**src/rtl/fft_pkg.sv**
```systemverilog
// Shared definitions for the FFT address-generation controller.
//   fft_state_t     : controller FSM states
//   DEF_N_LOG2      : default log2 of the transform length
//   DEF_BF_LATENCY  : default butterfly pipeline latency in cycles
package fft_pkg;

  localparam int DEF_N_LOG2     = 4;
  localparam int DEF_BF_LATENCY = 1;

  typedef enum logic [1:0] {
    ST_IDLE,
    ST_RUN,
    ST_DRAIN,
    ST_DONE
  } fft_state_t;

endpackage

```
**src/rtl/fft_delay_line.sv**
```systemverilog
// Fixed-depth register chain used to align the write-back strobe and
// addresses with the butterfly result.
//   clk_i  : clock
//   rst_ni : asynchronous active-low clear of every tap
//   din_i  : word entering the chain
//   dout_o : word delayed by exactly DEPTH cycles
module fft_delay_line #(
  parameter int WIDTH = 8,
  parameter int DEPTH = 2
) (
  input  logic             clk_i,
  input  logic             rst_ni,
  input  logic [WIDTH-1:0] din_i,
  output logic [WIDTH-1:0] dout_o
);

  genvar gi;
  generate
    for (gi = 0; gi < DEPTH; gi++) begin : g_tap
      logic [WIDTH-1:0] tap_in;
      logic [WIDTH-1:0] tap_reg;

      if (gi == 0) begin : g_first
        assign tap_in = din_i;
      end else begin : g_chain
        assign tap_in = g_tap[gi-1].tap_reg;
      end

      always_ff @(posedge clk_i or negedge rst_ni) begin
        if (!rst_ni) begin
          tap_reg <= '0;
        end else begin
          tap_reg <= tap_in;
        end
      end
    end
  endgenerate

  assign dout_o = g_tap[DEPTH-1].tap_reg;

endmodule

```
**src/rtl/fft_ctrl.sv**
```systemverilog
// In-place radix-2 FFT sequencer. Walks N_LOG2 stages of N/2 butterflies,
// emits operand read addresses and twiddle index, and replays the addresses
// PIPE cycles later as write-back addresses.
//   clk_i, rst_ni               : clock, asynchronous active-low reset
//   start_i                     : request a full transform (accepted in IDLE)
//   busy_o, done_o              : run in progress / one-cycle completion pulse
//   rd_en_o, rd_addr_a/b_o      : sample RAM read strobe and operand addresses
//   twid_idx_o                  : twiddle ROM index aligned with rd_en_o
//   wr_en_o, wr_addr_a/b_o      : write-back strobe and addresses
//   stage_o                     : current stage number
module fft_ctrl
  import fft_pkg::*;
#(
  parameter int N_LOG2     = DEF_N_LOG2,
  parameter int BF_LATENCY = DEF_BF_LATENCY
) (
  input  logic                         clk_i,
  input  logic                         rst_ni,
  input  logic                         start_i,
  output logic                         busy_o,
  output logic                         done_o,
  output logic                         rd_en_o,
  output logic [N_LOG2-1:0]            rd_addr_a_o,
  output logic [N_LOG2-1:0]            rd_addr_b_o,
  output logic [N_LOG2-2:0]            twid_idx_o,
  output logic                         wr_en_o,
  output logic [N_LOG2-1:0]            wr_addr_a_o,
  output logic [N_LOG2-1:0]            wr_addr_b_o,
  output logic [$clog2(N_LOG2+1)-1:0]  stage_o
);

  localparam int PIPE    = 1 + BF_LATENCY;
  localparam int HALF_N  = 1 << (N_LOG2 - 1);
  localparam int K_W     = N_LOG2 - 1;
  localparam int STAGE_W = $clog2(N_LOG2 + 1);
  localparam int DCNT_W  = $clog2(PIPE + 1);
  localparam int DL_W    = 1 + 2 * N_LOG2;

  localparam logic [N_LOG2-1:0]  ADDR_ONE   = 1;
  localparam logic [K_W-1:0]     K_LAST     = K_W'(HALF_N - 1);
  localparam logic [DCNT_W-1:0]  DCNT_LAST  = DCNT_W'(PIPE - 1);
  localparam logic [STAGE_W-1:0] STAGE_LAST = STAGE_W'(N_LOG2 - 1);

  fft_state_t         state_reg, state_next;
  logic [K_W-1:0]     k_reg, k_next;
  logic [STAGE_W-1:0] stage_reg, stage_next;
  logic [DCNT_W-1:0]  dcnt_reg, dcnt_next;

  always_ff @(posedge clk_i or negedge rst_ni) begin
    if (!rst_ni) begin
      state_reg <= ST_IDLE;
      k_reg     <= '0;
      stage_reg <= '0;
      dcnt_reg  <= '0;
    end else begin
      state_reg <= state_next;
      k_reg     <= k_next;
      stage_reg <= stage_next;
      dcnt_reg  <= dcnt_next;
    end
  end

  always_comb begin
    state_next = state_reg;
    k_next     = k_reg;
    stage_next = stage_reg;
    dcnt_next  = dcnt_reg;
    case (state_reg)
      ST_IDLE: begin
        if (start_i) begin
          state_next = ST_RUN;
          k_next     = '0;
          stage_next = '0;
        end
      end
      ST_RUN: begin
        if (k_reg == K_LAST) begin
          state_next = ST_DRAIN;
          dcnt_next  = '0;
        end else begin
          k_next = k_reg + 1'b1;
        end
      end
      ST_DRAIN: begin
        // Hold off the next stage until the final write of this one is out.
        if (dcnt_reg == DCNT_LAST) begin
          if (stage_reg == STAGE_LAST) begin
            state_next = ST_DONE;
          end else begin
            state_next = ST_RUN;
            stage_next = stage_reg + 1'b1;
            k_next     = '0;
          end
        end else begin
          dcnt_next = dcnt_reg + 1'b1;
        end
      end
      ST_DONE: begin
        state_next = ST_IDLE;
        stage_next = '0;
      end
      default: state_next = ST_IDLE;
    endcase
  end

  // Butterfly addressing: the stage-s span is 2*half, operands sit half apart.
  logic [N_LOG2-1:0] k_ext, half, pos, group, addr_a, addr_b, twid_full;
  logic              run_en;

  always_comb begin
    k_ext     = {1'b0, k_reg};
    half      = ADDR_ONE << stage_reg;
    pos       = k_ext & (half - ADDR_ONE);
    group     = k_ext >> stage_reg;
    addr_a    = ((group << stage_reg) << 1) | pos;
    addr_b    = addr_a | half;
    twid_full = pos << (STAGE_LAST - stage_reg);
    run_en    = (state_reg == ST_RUN);
  end

  assign rd_en_o     = run_en;
  assign rd_addr_a_o = run_en ? addr_a : '0;
  assign rd_addr_b_o = run_en ? addr_b : '0;
  assign twid_idx_o  = run_en ? twid_full[N_LOG2-2:0] : '0;
  assign busy_o      = (state_reg == ST_RUN) || (state_reg == ST_DRAIN);
  assign done_o      = (state_reg == ST_DONE);
  assign stage_o     = stage_reg;

  logic [DL_W-1:0] dl_in, dl_out;

  assign dl_in = {rd_en_o, rd_addr_a_o, rd_addr_b_o};

  fft_delay_line #(
    .WIDTH(DL_W),
    .DEPTH(PIPE)
  ) u_wb_delay (
    .clk_i (clk_i),
    .rst_ni(rst_ni),
    .din_i (dl_in),
    .dout_o(dl_out)
  );

  assign wr_en_o     = dl_out[DL_W-1];
  assign wr_addr_a_o = dl_out[2*N_LOG2-1:N_LOG2];
  assign wr_addr_b_o = dl_out[N_LOG2-1:0];

endmodule

```
**config.mk**
```make
export PLATFORM = sky130hd
export DESIGN_NAME = fft_ctrl
export DESIGN_NICKNAME = d
export VERILOG_FILES = /design/src/rtl/fft_pkg.sv /design/src/rtl/fft_delay_line.sv /design/src/rtl/fft_ctrl.sv
export SDC_FILE = /design/constraint.sdc
export NUM_CORES = 1
export LEC_CHECK = 0
export ABC_AREA = 1
export CAP_MARGIN = 20
export CORE_AREA = 2 2 70 72
export DETAILED_ROUTE_END_ITERATION = 7
export DIE_AREA = 0 0 72 74
export PLACE_DENSITY_LB_ADDON = 0.05
export SETUP_SLACK_MARGIN = 0.05
export SLEW_MARGIN = 20
export SYNTH_ARGS = -nofsm -noshare
export SYNTH_HDL_FRONTEND = slang
export SYNTH_SLANG_ARGS = --single-unit
```
**constraint.sdc**
```tcl
create_clock -name clk_i -period 4.8 [get_ports clk_i]
set_input_delay 0.72 -clock clk_i [delete_from_list [all_inputs] [get_ports clk_i]]
set_output_delay 0.72 -clock clk_i [all_outputs]
set_load 0.01 [all_outputs]
```
==> results.json <==
{
  "wire_length_of_the_first_global_routing_pass_um": 4595,
  "post_synth_instance_area_um2": 1329,
  "final_period_minus_worst_setup_slack_ns": 3.302,
  "seq_area_frac_synth_pct": 52.73,
  "power_leakage_nw": 0.8624,
  "reg2reg_slack_ns": 2.89,
  "worst_setup_path_start_kind": "flip-flop",
  "post-route-period-util_pct": 68.79,
  "critical_path.reg2reg.startpoint": "state_reg[1]",
  "drc": 0,
  "dpl.cell_count": 217,
  "cts_inserted_buffers": 3,
  "power.sequential.fraction_pct": 33.9,
  "dr.pass1.iters": 4,
  "reg2regPathDepth": 7,
  "via_count_of_the_first_global_routing_pass": 998,
  "cts-root-buf": "clkbuf_8",
  "cts_sinks": 28,
  "clkSlewWorstSetupHoldPaths_ns": 0.10,
  "floorplan.die.height_um": 74,
  "final_nets": 184,
  "core_region_area_um2": 4598,
  "setup_repair_after_global_routing_missed_its_margin": "false",
  "routed.top_layer": "met4",
  "cts_hold_buffers": 0,
  "timing.hold.worst_path_depth": 0,
  "cts_tree": "yes",
  "drv_slew": 0,
  "power_density_nw_per_um2": 600.9,
  "detail_route.vias_per_cell": 4.525,
  "route.detailed.wl_per_inst_um": 12.51,
  "met1_length_um": 1323,
  "power.share.combinational_pct": 47.8,
  "dr_total_vias": 1000,
  "timing.hold.worst.class": "reg -> reg",
  "critPathCapture": "twid_idx_o[2]",
  "ctsResizeCount": 0,
  "timing.critical_path.fanout_max": 9,
  "fp.dieArea_um2": 5328,
  "worst_setup_ep_type": "output pin",
  "initial_antenna_violation_count": 0,
  "ir_drop_mv": 0.2489,
  "pwr-share-clk_pct": 18.2,
  "std_cell_rows": 25,
  "io_buf_count": 28,
  "timing.final.hold_violations": 0,
  "setup-tns-final_ns": 0,
  "number_of_setup_buffers_added_after_cts": 0,
  "worstSetupStartpoint": "stage_o[0]",
  "tightestPinTransition_ns": 0.4997,
  "crit-reg2reg-capture": "state_reg[0]",
  "ant_nets": 0,
  "area_growth_syn_to_layout_pct": 31.07,
  "synth.lib_cells_used.distinct": 20,
  "setup_violations": 0,
  "intPower_w": 0.0006313,
  "worstSetupPathType": "reg -> out",
  "cts_max_path_buffers": 2,
  "initial_core_util_pct": 28.90,
  "flip_flop_and_latch_count_after_synthesis": 28,
  "detailedRoute.firstIterationViolations": 27,
  "critical_path_required_ns": 4.08,
  "wl_met3_um": 146,
  "grt_start_max_net_pins": 29,
  "switching_power_w": 0.0004152,
  "cp.arrival_ns": 2.58,
  "place_hpwl_um": 2061,
  "wl_met2_um": 1238,
  "maxCapViolCount": 0,
  "outcome": "completed",
  "clock_insertion_delay_worst_skew_ns": 0.28,
  "globalRoute.totalOverflow": 0,
  "post_layout_nonfiller_instances": 221,
  "maxClockFrequency_ghz": 0.3028,
  "syn_area_per_cell_um2": 9.843,
  "slew-limit-headroom_pct": 66.69,
  "syn_inst": 135,
  "postRouteWirelength_um": 2764,
  "mappedNetlistNets": 151,
  "antenna-diode-count": 0,
  "fraction_of_final_layout_cells_with_drive_strength_greater_than_1_pct": 8.383,
  "clock_skew_ns": 0.005864,
  "gp_routability_congestion": 0.8245,
  "yosysWarningCount": 0,
  "ios": 29,
  "fp.dieW_um": 72,
  "maximum_level_of_the_cts_h_tree": 1,
  "switching_share_pct": 39.68,
  "grt_usage_pct": 11.26
}
-- metal layers --
| layer | vias to the layer above | global-route usage (%) |
|---|---|---|
| li1 | 503 | - |
| met1 | 466 | 15.31 |
| met2 | 26 | 17.39 |
| met3 | 5 | 2.033 |
| met4 | 0 | 5.660 |
| met5 | - | 0 |
-- worst min-delay path by stage --
stage,from,end,slack (ns)
6_report,u_wb_delay.g_tap[0].tap_reg[0],u_wb_delay.dout_o[0],0.36
5_1_grt,u_wb_delay.g_tap[0].tap_reg[4],u_wb_delay.dout_o[4],0.37
4_1_cts,u_wb_delay.g_tap[0].tap_reg[0],u_wb_delay.dout_o[0],0.36
3_5_place_dp,u_wb_delay.g_tap[0].tap_reg[0],u_wb_delay.dout_o[0],0.34
3_3_place_gp,u_wb_delay.g_tap[0].tap_reg[6],u_wb_delay.dout_o[6],0.33
2_1_floorplan,u_wb_delay.g_tap[0].tap_reg[0],u_wb_delay.dout_o[0],0.33
-- cell usage after synthesis (all sizes together) --
cell type	n	area, um^2
nand4	2	12.51
inv	18	67.57
nor2	7	41.29
ha	13	162.7
mux2i	1	10.01
nor3	1	5.000
o211ai	1	7.510
a211oi	1	7.510
nand3	10	65.06
clkbuf	1	13.76
dfrtp	28	700.7
a21oi	6	30.03
o22ai	1	6.260
o21ai	10	50.05
nand2	34	142.6
or2	1	6.260
-- cell type report --
type	count	area (um^2)
clock buffer	3	41.29
inverter	18	67.56
sequential	28	700.7
tap	54	67.56
multi-input combinational	88	546.8
fill	474	2856
clock inverter	1	30.03
timing repair buffer	29	287.8
-- critical path, cell delays in order, from the launching register on --
cell and delay, ns:
dfrtp_1 0.50, inv_2 0.21, ha_1 0.22, nand2_4 0.07
ha_1 0.27, inv_1 0.07, nand2_1 0.07, o21ai_0 0.15
inv_1 0.05, nand2_1 0.06, nand2_1 0.05, inv_1 0.05
clkdlybuf4s50_1 0.52
-- cell families after synthesis --
family	Yosys count	synth area share, %
AND/OR/NAND/NOR	55	20.53
adder cells (fa/ha/maj)	13	12.24
buffers and inverters	19	6.121
flip-flops	28	52.73
multiplexers	1	0.7533
AO/OA/AOI/OAI	19	7.628
-- metrics by stage --
stage	area (um^2)	setup WS (ns)	util [%]	total power, W	hold slack [ns]
2_1_floorplan	1329	2.433	-	0.0006756	0.3312
5_1_grt	1742	1.308	37.88	0.001138	0.3652
6_report	1742	1.498	37.88	0.001047	0.3554
3_3_place_gp	1670	1.852	36.33	0.0008617	0.3325
3_5_place_dp	1670	1.839	36.33	0.0008654	0.3362
4_1_cts	1742	1.500	37.88	0.001060	0.3594
-- layout by cell type (no fill, tap or decap) --
cell / netlist / layout
mux2i_1: 1 / 1
nand4_1: 2 / 2
o211ai_1: 1 / 1
nand3_2: 3 / 3
clkbuf_8: 1 / 3
nand3_1: 7 / 7
nand2_4: 2 / 2
nor3_1: 1 / 1
nand2_1: 32 / 32
o21ai_0: 10 / 10
clkdlybuf4s50_1: 0 / 28
dfrtp_1: 28 / 28
o22ai_1: 1 / 1
inv_2: 2 / 2
a211oi_1: 1 / 1
buf_4: 0 / 1
a21oi_1: 6 / 6
nor2_1: 5 / 5
inv_1: 16 / 16
or2_1: 1 / 1
bufinv_16: 0 / 1
nor2_4: 2 / 2
ha_1: 13 / 13
-- power groups by stage --
stage	registers [W]	clock network [W]	logic (W)
after CTS	0.000356	0.000197	0.000508
after detailed placement	0.000361	0	0.000504
after global routing	0.000367	0.000203	0.000568
after global placement	0.000357	0	0.000504
after floorplan	0.000361	0	0.000315
final	0.000355	0.000191	0.000501
Note: power is estimated with default switching activity, not from simulation.
